File: src/rtl/fft_p_s_out.sv
// Parallel-to-serial output stage of the 16-point radix-4 FFT.
// Captures four 4-lane result groups into one of two 16-entry banks,
// reorders them from digit-reversed to natural order through the write
// addressing, and streams one complex bin per cycle from the filled bank.
module fft_p_s_out #(
  parameter int DATA_W = 16
) (
  input  logic                  clk,
  input  logic                  rst,
  input  logic                  in_valid,
  input  logic [2:0]            demux_flag,
  input  logic [4*DATA_W-1:0]   in_re,
  input  logic [4*DATA_W-1:0]   in_im,
  output logic                  out_valid,
  output logic [DATA_W-1:0]     out_re,
  output logic [DATA_W-1:0]     out_im,
  output logic [3:0]            out_idx,
  output logic                  out_last,
  output logic                  seq_err,
  output logic                  ovf_err
);

  typedef enum logic [0:0] {
    RD_IDLE   = 1'b0,
    RD_STREAM = 1'b1
  } rd_state_t;

  // Bank storage, address = {bank, bin}; bank contents need no reset.
  logic [DATA_W-1:0] mem_re [0:31];
  logic [DATA_W-1:0] mem_im [0:31];

  // Writer state
  logic       wr_bank_r;
  logic [1:0] exp_grp_r;
  logic       wr_active_r;
  logic       drop_r;
  logic       wr_bank_nxt;
  logic [1:0] exp_grp_nxt;
  logic       wr_active_nxt;
  logic       drop_nxt;
  logic       seq_err_nxt;
  logic       ovf_err_nxt;
  logic       wr_en_s;
  logic       full_set_s;

  // Reader state
  rd_state_t  state_r;
  rd_state_t  state_nxt;
  logic [3:0] rd_cnt_r;
  logic [3:0] rd_cnt_nxt;
  logic       rd_bank_r;
  logic       rd_bank_nxt;
  logic       release_s;
  logic [1:0] full_r;
  logic [1:0] full_nxt;

  logic       accept_s;
  logic [1:0] grp_s;
  logic       bank_free_s;
  logic [4:0] rd_addr_s;

  assign accept_s  = in_valid && !demux_flag[2];
  assign grp_s     = demux_flag[1:0];
  assign rd_addr_s = {rd_bank_r, rd_cnt_r};
  // A bank being released by the reader on this edge counts as free.
  assign bank_free_s = !full_r[wr_bank_r] || (release_s && (rd_bank_r == wr_bank_r));

  // Reader next-state: stream 16 bins per full bank, chain banks without a bubble.
  always_comb begin
    state_nxt   = state_r;
    rd_cnt_nxt  = rd_cnt_r;
    rd_bank_nxt = rd_bank_r;
    release_s   = 1'b0;
    case (state_r)
      RD_IDLE: begin
        if (full_r[rd_bank_r]) begin
          state_nxt  = RD_STREAM;
          rd_cnt_nxt = 4'd0;
        end else begin
          state_nxt  = RD_IDLE;
        end
      end
      RD_STREAM: begin
        if (rd_cnt_r == 4'd15) begin
          release_s   = 1'b1;
          rd_bank_nxt = ~rd_bank_r;
          rd_cnt_nxt  = 4'd0;
          if (full_r[~rd_bank_r]) begin
            state_nxt = RD_STREAM;
          end else begin
            state_nxt = RD_IDLE;
          end
        end else begin
          rd_cnt_nxt = rd_cnt_r + 4'd1;
        end
      end
      default: begin
        state_nxt  = RD_IDLE;
        rd_cnt_nxt = 4'd0;
      end
    endcase
  end

  // Writer next-state: enforce group order 0..3 and bank availability.
  always_comb begin
    wr_bank_nxt   = wr_bank_r;
    exp_grp_nxt   = exp_grp_r;
    wr_active_nxt = wr_active_r;
    drop_nxt      = drop_r;
    seq_err_nxt   = seq_err;
    ovf_err_nxt   = ovf_err;
    wr_en_s       = 1'b0;
    full_set_s    = 1'b0;
    if (accept_s) begin
      if (grp_s == 2'd0) begin
        // A group 0 in the middle of a frame is out of order, but still restarts.
        if (wr_active_r) begin
          seq_err_nxt = 1'b1;
        end else begin
          seq_err_nxt = seq_err;
        end
        if (bank_free_s) begin
          wr_en_s       = 1'b1;
          exp_grp_nxt   = 2'd1;
          wr_active_nxt = 1'b1;
          drop_nxt      = 1'b0;
        end else begin
          ovf_err_nxt   = 1'b1;
          exp_grp_nxt   = 2'd0;
          wr_active_nxt = 1'b0;
          drop_nxt      = 1'b1;
        end
      end else if (drop_r) begin
        // Remaining groups of a dropped frame are silently ignored.
        drop_nxt = 1'b1;
      end else if (wr_active_r && (grp_s == exp_grp_r)) begin
        wr_en_s = 1'b1;
        if (grp_s == 2'd3) begin
          full_set_s    = 1'b1;
          wr_bank_nxt   = ~wr_bank_r;
          wr_active_nxt = 1'b0;
          exp_grp_nxt   = 2'd0;
        end else begin
          exp_grp_nxt   = exp_grp_r + 2'd1;
        end
      end else begin
        seq_err_nxt   = 1'b1;
        wr_active_nxt = 1'b0;
        exp_grp_nxt   = 2'd0;
      end
    end else begin
      wr_en_s = 1'b0;
    end
  end

  // Full flags: writer sets on group 3, reader clears on the last bin.
  always_comb begin
    full_nxt = full_r;
    if (release_s) begin
      full_nxt = full_nxt & ~(2'b01 << rd_bank_r);
    end else begin
      full_nxt = full_nxt;
    end
    if (full_set_s) begin
      full_nxt = full_nxt | (2'b01 << wr_bank_r);
    end else begin
      full_nxt = full_nxt;
    end
  end

  // Bank write: lane l of group g is bin 4*l+g, stored at address {bank, l, g}.
  always_ff @(posedge clk) begin
    if (wr_en_s) begin
      for (int l = 0; l < 4; l++) begin
        mem_re[{wr_bank_r, 2'(l), grp_s}] <= in_re[l*DATA_W +: DATA_W];
        mem_im[{wr_bank_r, 2'(l), grp_s}] <= in_im[l*DATA_W +: DATA_W];
      end
    end
  end

  // Control state registers for writer, reader and bank flags.
  always_ff @(posedge clk or posedge rst) begin
    if (rst) begin
      wr_bank_r   <= 1'b0;
      exp_grp_r   <= 2'd0;
      wr_active_r <= 1'b0;
      drop_r      <= 1'b0;
      seq_err     <= 1'b0;
      ovf_err     <= 1'b0;
      state_r     <= RD_IDLE;
      rd_cnt_r    <= 4'd0;
      rd_bank_r   <= 1'b0;
      full_r      <= 2'b00;
    end else begin
      wr_bank_r   <= wr_bank_nxt;
      exp_grp_r   <= exp_grp_nxt;
      wr_active_r <= wr_active_nxt;
      drop_r      <= drop_nxt;
      seq_err     <= seq_err_nxt;
      ovf_err     <= ovf_err_nxt;
      state_r     <= state_nxt;
      rd_cnt_r    <= rd_cnt_nxt;
      rd_bank_r   <= rd_bank_nxt;
      full_r      <= full_nxt;
    end
  end

  // Registered output bin, valid while the reader is streaming.
  always_ff @(posedge clk or posedge rst) begin
    if (rst) begin
      out_valid <= 1'b0;
      out_re    <= {DATA_W{1'b0}};
      out_im    <= {DATA_W{1'b0}};
      out_idx   <= 4'd0;
      out_last  <= 1'b0;
    end else if (state_r == RD_STREAM) begin
      out_valid <= 1'b1;
      out_re    <= mem_re[rd_addr_s];
      out_im    <= mem_im[rd_addr_s];
      out_idx   <= rd_cnt_r;
      out_last  <= (rd_cnt_r == 4'd15);
    end else begin
      out_valid <= 1'b0;
      out_last  <= 1'b0;
    end
  end

endmodule

File: config.mk
export PLATFORM = sky130hd
export DESIGN_NAME = fft_p_s_out
export DESIGN_NICKNAME = d
export VERILOG_FILES = /design/src/rtl/fft_p_s_out.sv
export SDC_FILE = /design/constraint.sdc
export NUM_CORES = 1
export LEC_CHECK = 0
export CORE_MARGIN = 4
export CORE_UTILIZATION = 40
export CTS_BUF_LIST = sky130_fd_sc_hd__clkbuf_8
export DETAILED_ROUTE_END_ITERATION = 6
export GPL_TIMING_DRIVEN = 1
export PLACE_DENSITY_LB_ADDON = 0.1
export SLEW_MARGIN = 20
export SYNTH_ARGS = -nofsm -noshare
export SYNTH_HDL_FRONTEND = slang
export SYNTH_SLANG_ARGS = --single-unit
File: constraint.sdc
create_clock -name clk -period 9.76 [get_ports clk]
set_input_delay 2.928 -clock clk [delete_from_list [all_inputs] [get_ports clk]]
set_output_delay 2.928 -clock clk [all_outputs]
set_load 0.02 [all_outputs]
# [Yosys cells after proc, flatten, opt, wreduce, memory -nomap -nowiden]
# Memories as Yosys holds them, arrays and structs flattened. A register that Yosys moved wholly into a read port is not among the register bits.
# Cells that the tools add are included.
[totals] wordCells=100 ramBits=1024 romBits=0 regBits=21 latch_bits=0 mem_count=2
[memory_table] memory="mem_im" words=32 width=16 read_ports=1 rd_ports_with_merged_regs=1 wr=4 line_no="30" rtl="logic [DATA_W-1:0] mem_im [0:31];"
[memory_table] memory="mem_re" words=32 width=16 read_ports=1 rd_ports_with_merged_regs=1 wr=4 line_no="29" rtl="logic [DATA_W-1:0] mem_re [0:31];"
[op_classes] reduce_logical=13 order_cmp=3 n_addsub=2 eq_ne=9 div_mod_pow=0 n_mul=0 shifts=2 n_mux=47 bitwise=9
[op_table] cell="2-to-1 mux 1 bit" count=37
[op_table] cell="2-to-1 mux 2 bit" count=6
[op_table] cell="2-to-1 mux 4 bit" count=2
[op_table] cell="one-hot mux 4 bit (2 select lines)" count=1
[op_table] cell="< comparator 1 x 2 -> 1 bit, second input constant" count=3
[op_table] cell="!= test 2 bit, second input constant" count=3
[op_table] cell="NOT 1 bit" count=6
[op_table] cell="AND reduction 3 bit" count=2
[op_table] cell="AND reduction 5 bit" count=1
[op_table] cell="adder 4 x 1 -> 4 bit, second input constant" count=1
[op_table] cell="equality test 4 bit, second input constant" count=1
[op_table] cell="AND reduction 2 bit" count=2
[op_table] cell="AND reduction 4 bit" count=1
[op_table] cell="left shift 1 x 1 -> 2 bit, first input constant" count=2
[op_table] cell="logical AND 1 bit" count=3
[op_table] cell="!= test 3 x 2 -> 1 bit, second input constant" count=1
[op_table] cell="adder 2 x 1 -> 2 bit, second input constant" count=1
[op_table] cell="bitwise AND 2 bit" count=1
[op_table] cell="equality test 2 bit" count=1
[op_table] cell="equality test 2 bit, second input constant" count=1
[op_table] cell="zero test 1 bit" count=2
[op_table] cell="zero test 2 bit" count=1
[op_table] cell="!= test 2 x 1 -> 1 bit, second input constant" count=1
[op_table] cell="NOT 2 bit" count=1
[op_table] cell="other kinds (4)" count=4

# [Longest topological paths before layout]
[logic_depth] word_depth=10 depth_mapped=10 depth_no_buf=6

# [Worst setup path before layout]
# No wires, ideal clock.
[synth_path] path_type="input-to-reg" from="in demux_flag[0]" to="mem mem_im[17][0] (enable)" cell_stages=5 arrival_ns=9.222 slack_ns=-0.079 setup_time_ns=0.616 required_time_ns=9.144 n_path_buf=0 cell_sequence="and4bb_2 -> a31o_2 -> a22oi_1 -> or3b_1 -> nor2_1"
[synth_rtl] element="start: declaration" line_no="11" rtl="input logic [2:0] demux_flag,"
[synth_rtl] element="end: declaration" line_no="30"

==> results.toml <==
[outcome]
status = "finished clean"

[worst_setup_path]
path_max_fanout = 46
critPathBufInv = 3
worstSetupPathType = "input port to flop"
crit_chain = "clkdlybuf4s50_1 -> and4bb_2 -> a31o_2 -> a22oi_1 -> or3b_1 -> nor2_4 -> buf_4 -> buf_4"
r2r_end = "out_im[1]"
rr_worst_depth = 7
rrSetupSlack_ns = 4.78
crit_family = "buffers and inverters"
arrival_ns = 6.17
endpoint_kind = "flop"
r2r-start = "rd_cnt_r[0]"
critPathLaunchType = "input port"
cpMostUsedCell = "buf_4"
critPathSlowestCell = "buf_4"
cpPeakStageDelay_ns = 0.71
crit_required_ns = 10.21

[place]
dp_hpwl_um = 52400
dp_cells = 3430
gp_congestion = 0.707
numPortBuffers = 173

[cts]
holdBufCountCts = 0
post_cts_buffers = 0
clkTransAtPathRegs_ns = 0.05
clockRootBuffer = "clkbuf_8"
cts_max_path_buffers = 3
clk_latency_ns = 0.84
cts-htree-levels = 4
tritoncts = "done"
post_cts_resized = 0
cts_sinks = 1077
numCtsBuffers = 177

[min_path]
hold_path_class = "flop to flop"
min-delay-start = "seq_err"
holdPathEnd = "seq_err"
whs_path_depth = 1

[timing]
fin_skew_ns = 0.0362
setup_viol = 0
slew_viol_final = 0
worstMarginPinSlew_ns = 1.05
rsz0062_at_grt = "false"
relSlewSlack_pct = 29.8
whs_ns = 0.467
max_freq_ghz = 0.175
final-hold-violation-count = 0
fin_crit_sh_pct = 58.6
min_period_ns = 5.72

[cells_and_area]
area_growth_pct = 15.6
fin_util_pct = 46.8
final_cells = 3765
fillers = 8671
final_layout_size_suffix_gt1_share_pct = 22.9
nets = 2376

[floorplanning]
die_w_um = 330
start_util_pct = 40.5
ioPinCount = 174
core_um2 = 102000
rows = 117
die-area_um2 = 109000
chipHeight_um = 330

[logic_synthesis]
yosysMostFrequentCell = "edfxtp_1"
syn_inst = 1965
synth_top_area_share_pct = 74.2
ys_ff_latch = 1077
ys_seq_area_share_pct = 77.4
syn_area_um2 = 41500
ys_warn_count = 0
avgSynthCellArea_um2 = 21.1
synthTopCellsByCount = "1024 x edfxtp_1, 174 x mux4_2, 148 x mux2i_1, 87 x mux2_2, 53 x dfrtp_1"
syn_nets = 2100
yosysTopAreaCell = "edfxtp_1"
ys_async_sr_fraction_pct = 4.92
synth-main-ff-cell = "edfxtp_1"
synth_area_leaders = "edfxtp_1 74%, mux4_2 9.5%, mux2i_1 3.6%, dfrtp_1 3.2%, mux2_2 2.4%"
synth-edff-count = 1024
yosysUniqueCellTypes = 47

[drt]
wl_per_cell_um = 26.4
detail_route.vias_per_cell = 5.44
post-route-drc-count = 0
dr.pass1.iters = 5
drt-total-wl_um = 99300
antenna_left = 0
drtIter0Drc = 1289
vias = 20473

[global_routing]
grt_max_degree = 129
track_usage_pct = 18.4
grt_pass1_wl_um = 146000
grt_pass1_vias = 22300
antenna_found_initial = 14
overflow = 0

[power_and_ir_drop]
power.leakage_nw = 15.0
powerDensity_nw_per_um2 = 214
finalPower_mw = 10.3
ir_drop_mv = 0.121

[job]
drv_cap = 0
layout by cell type, fill, tap and decap left out, types with 18 or more instances in the layout:
| master | Yosys | final |
|---|---|---|
| clkbuf_8 | 0 | 186 |
| nor3_1 | 32 | 32 |
| a31oi_1 | 19 | 19 |
| a21oi_1 | 39 | 39 |
| clkdlybuf4s50_1 | 0 | 173 |
| dfrtp_1 | 53 | 48 |
| nor2_1 | 46 | 38 |
| mux4_2 | 174 | 174 |
| clkinv_1 | 1 | 20 |
| edfxtp_1 | 1024 | 1024 |
| buf_4 | 16 | 33 |
| a311oi_1 | 19 | 19 |
| a221oi_1 | 22 | 22 |
| mux2_2 | 87 | 87 |
| o221ai_1 | 18 | 18 |
| inv_1 | 4 | 98 |
| o22ai_1 | 46 | 46 |
| mux2i_1 | 148 | 148 |
worst max path at each step:
stage | cells after the start | slack, ns | from | to
final | 8 | 4.04 | demux_flag[0] | mem_re[19][15]
after global routing | 8 | 3.90 | demux_flag[1] | mem_im[31][14]
after CTS | 8 | 4.09 | demux_flag[1] | mem_im[19][15]
after detailed placement | 8 | 3.16 | demux_flag[1] | mem_re[19][15]
after global placement | 8 | 3.14 | demux_flag[1] | mem_im[19][15]
after floorplan | 5 | -0.07 | demux_flag[0] | mem_im[16][0]
layer usage:
layer | vias to the layer above | wire, um | global-route usage [%] | part of all wire (%)
met2 | 545 | 49500 | 31.0 | 50
met3 | 161 | 5480 | 4.29 | 5.5
li1 | 8844 | - | - | -
met5 | - | 69 | 0 | 0.070
met1 | 10913 | 42300 | 24.0 | 43
met4 | 10 | 1900 | 5.22 | 1.9
flip-flops by register name (all words and copies together), names as in the netlist:
signal,count
mem_im,512
exp_grp_r,2
rd_cnt_r,4
out_re,16
seq_err,1
mem_re,512
state_r,1
out_idx,4
rd_bank_r,1
ovf_err,1
out_im,16
drop_r,1
out_valid,1
out_last,1
wr_bank_r,1
wr_active_r,1
full_r,2
logic make-up (layout without fill, tap and decap cells):
| family | count (synthesis) | count (layout) | share of synthesized area [%] |
|---|---|---|---|
| compound gates | 225 | 225 | 3.98 |
| other cells | 0 | 6 | 0 |
| buf+inv | 122 | 548 | 1.65 |
| xor+xnor | 4 | 4 | 0.0845 |
| fa+ha+maj | 1 | 1 | 0.0302 |
| mux | 409 | 409 | 15.4 |
| flops | 1077 | 1077 | 77.4 |
| simple gates | 127 | 127 | 1.49 |
layout make-up:
cell class                 instances  area [um^2]  area share (%)
clock inverter                   143          648            1.35
inverter                           7         27.5          0.0574
multi-input combinational        766         8760            18.3
antenna                            6         15.0          0.0313
sequential                      1077        32100            67.0
clock buffer                     186         2560            5.34
tap                             1368         1710            3.57
timing repair buffer             212         2100            4.38
metrics by stage:
| step | area, um^2 | setup slack, ns | setup TNS, ns |
|---|---|---|---|
| after floorplan | 41500 | -0.0722 | -27.74 |
| final | 47900 | 4.04 | 0 |
| after global routing | 47900 | 3.90 | 0 |
| after detailed placement | 44700 | 3.16 | 0 |
| after CTS | 47900 | 4.09 | 0 |
| after global placement | 44700 | 3.14 | 0 |
power breakdown:
part | switching [mW] | total (mW) | internal (mW)
clock network | 1.76 | 3.53 | 1.77
registers | 0.149 | 5.31 | 5.16
logic | 0.709 | 1.42 | 0.706
Power figures use the tool's default switching activity.
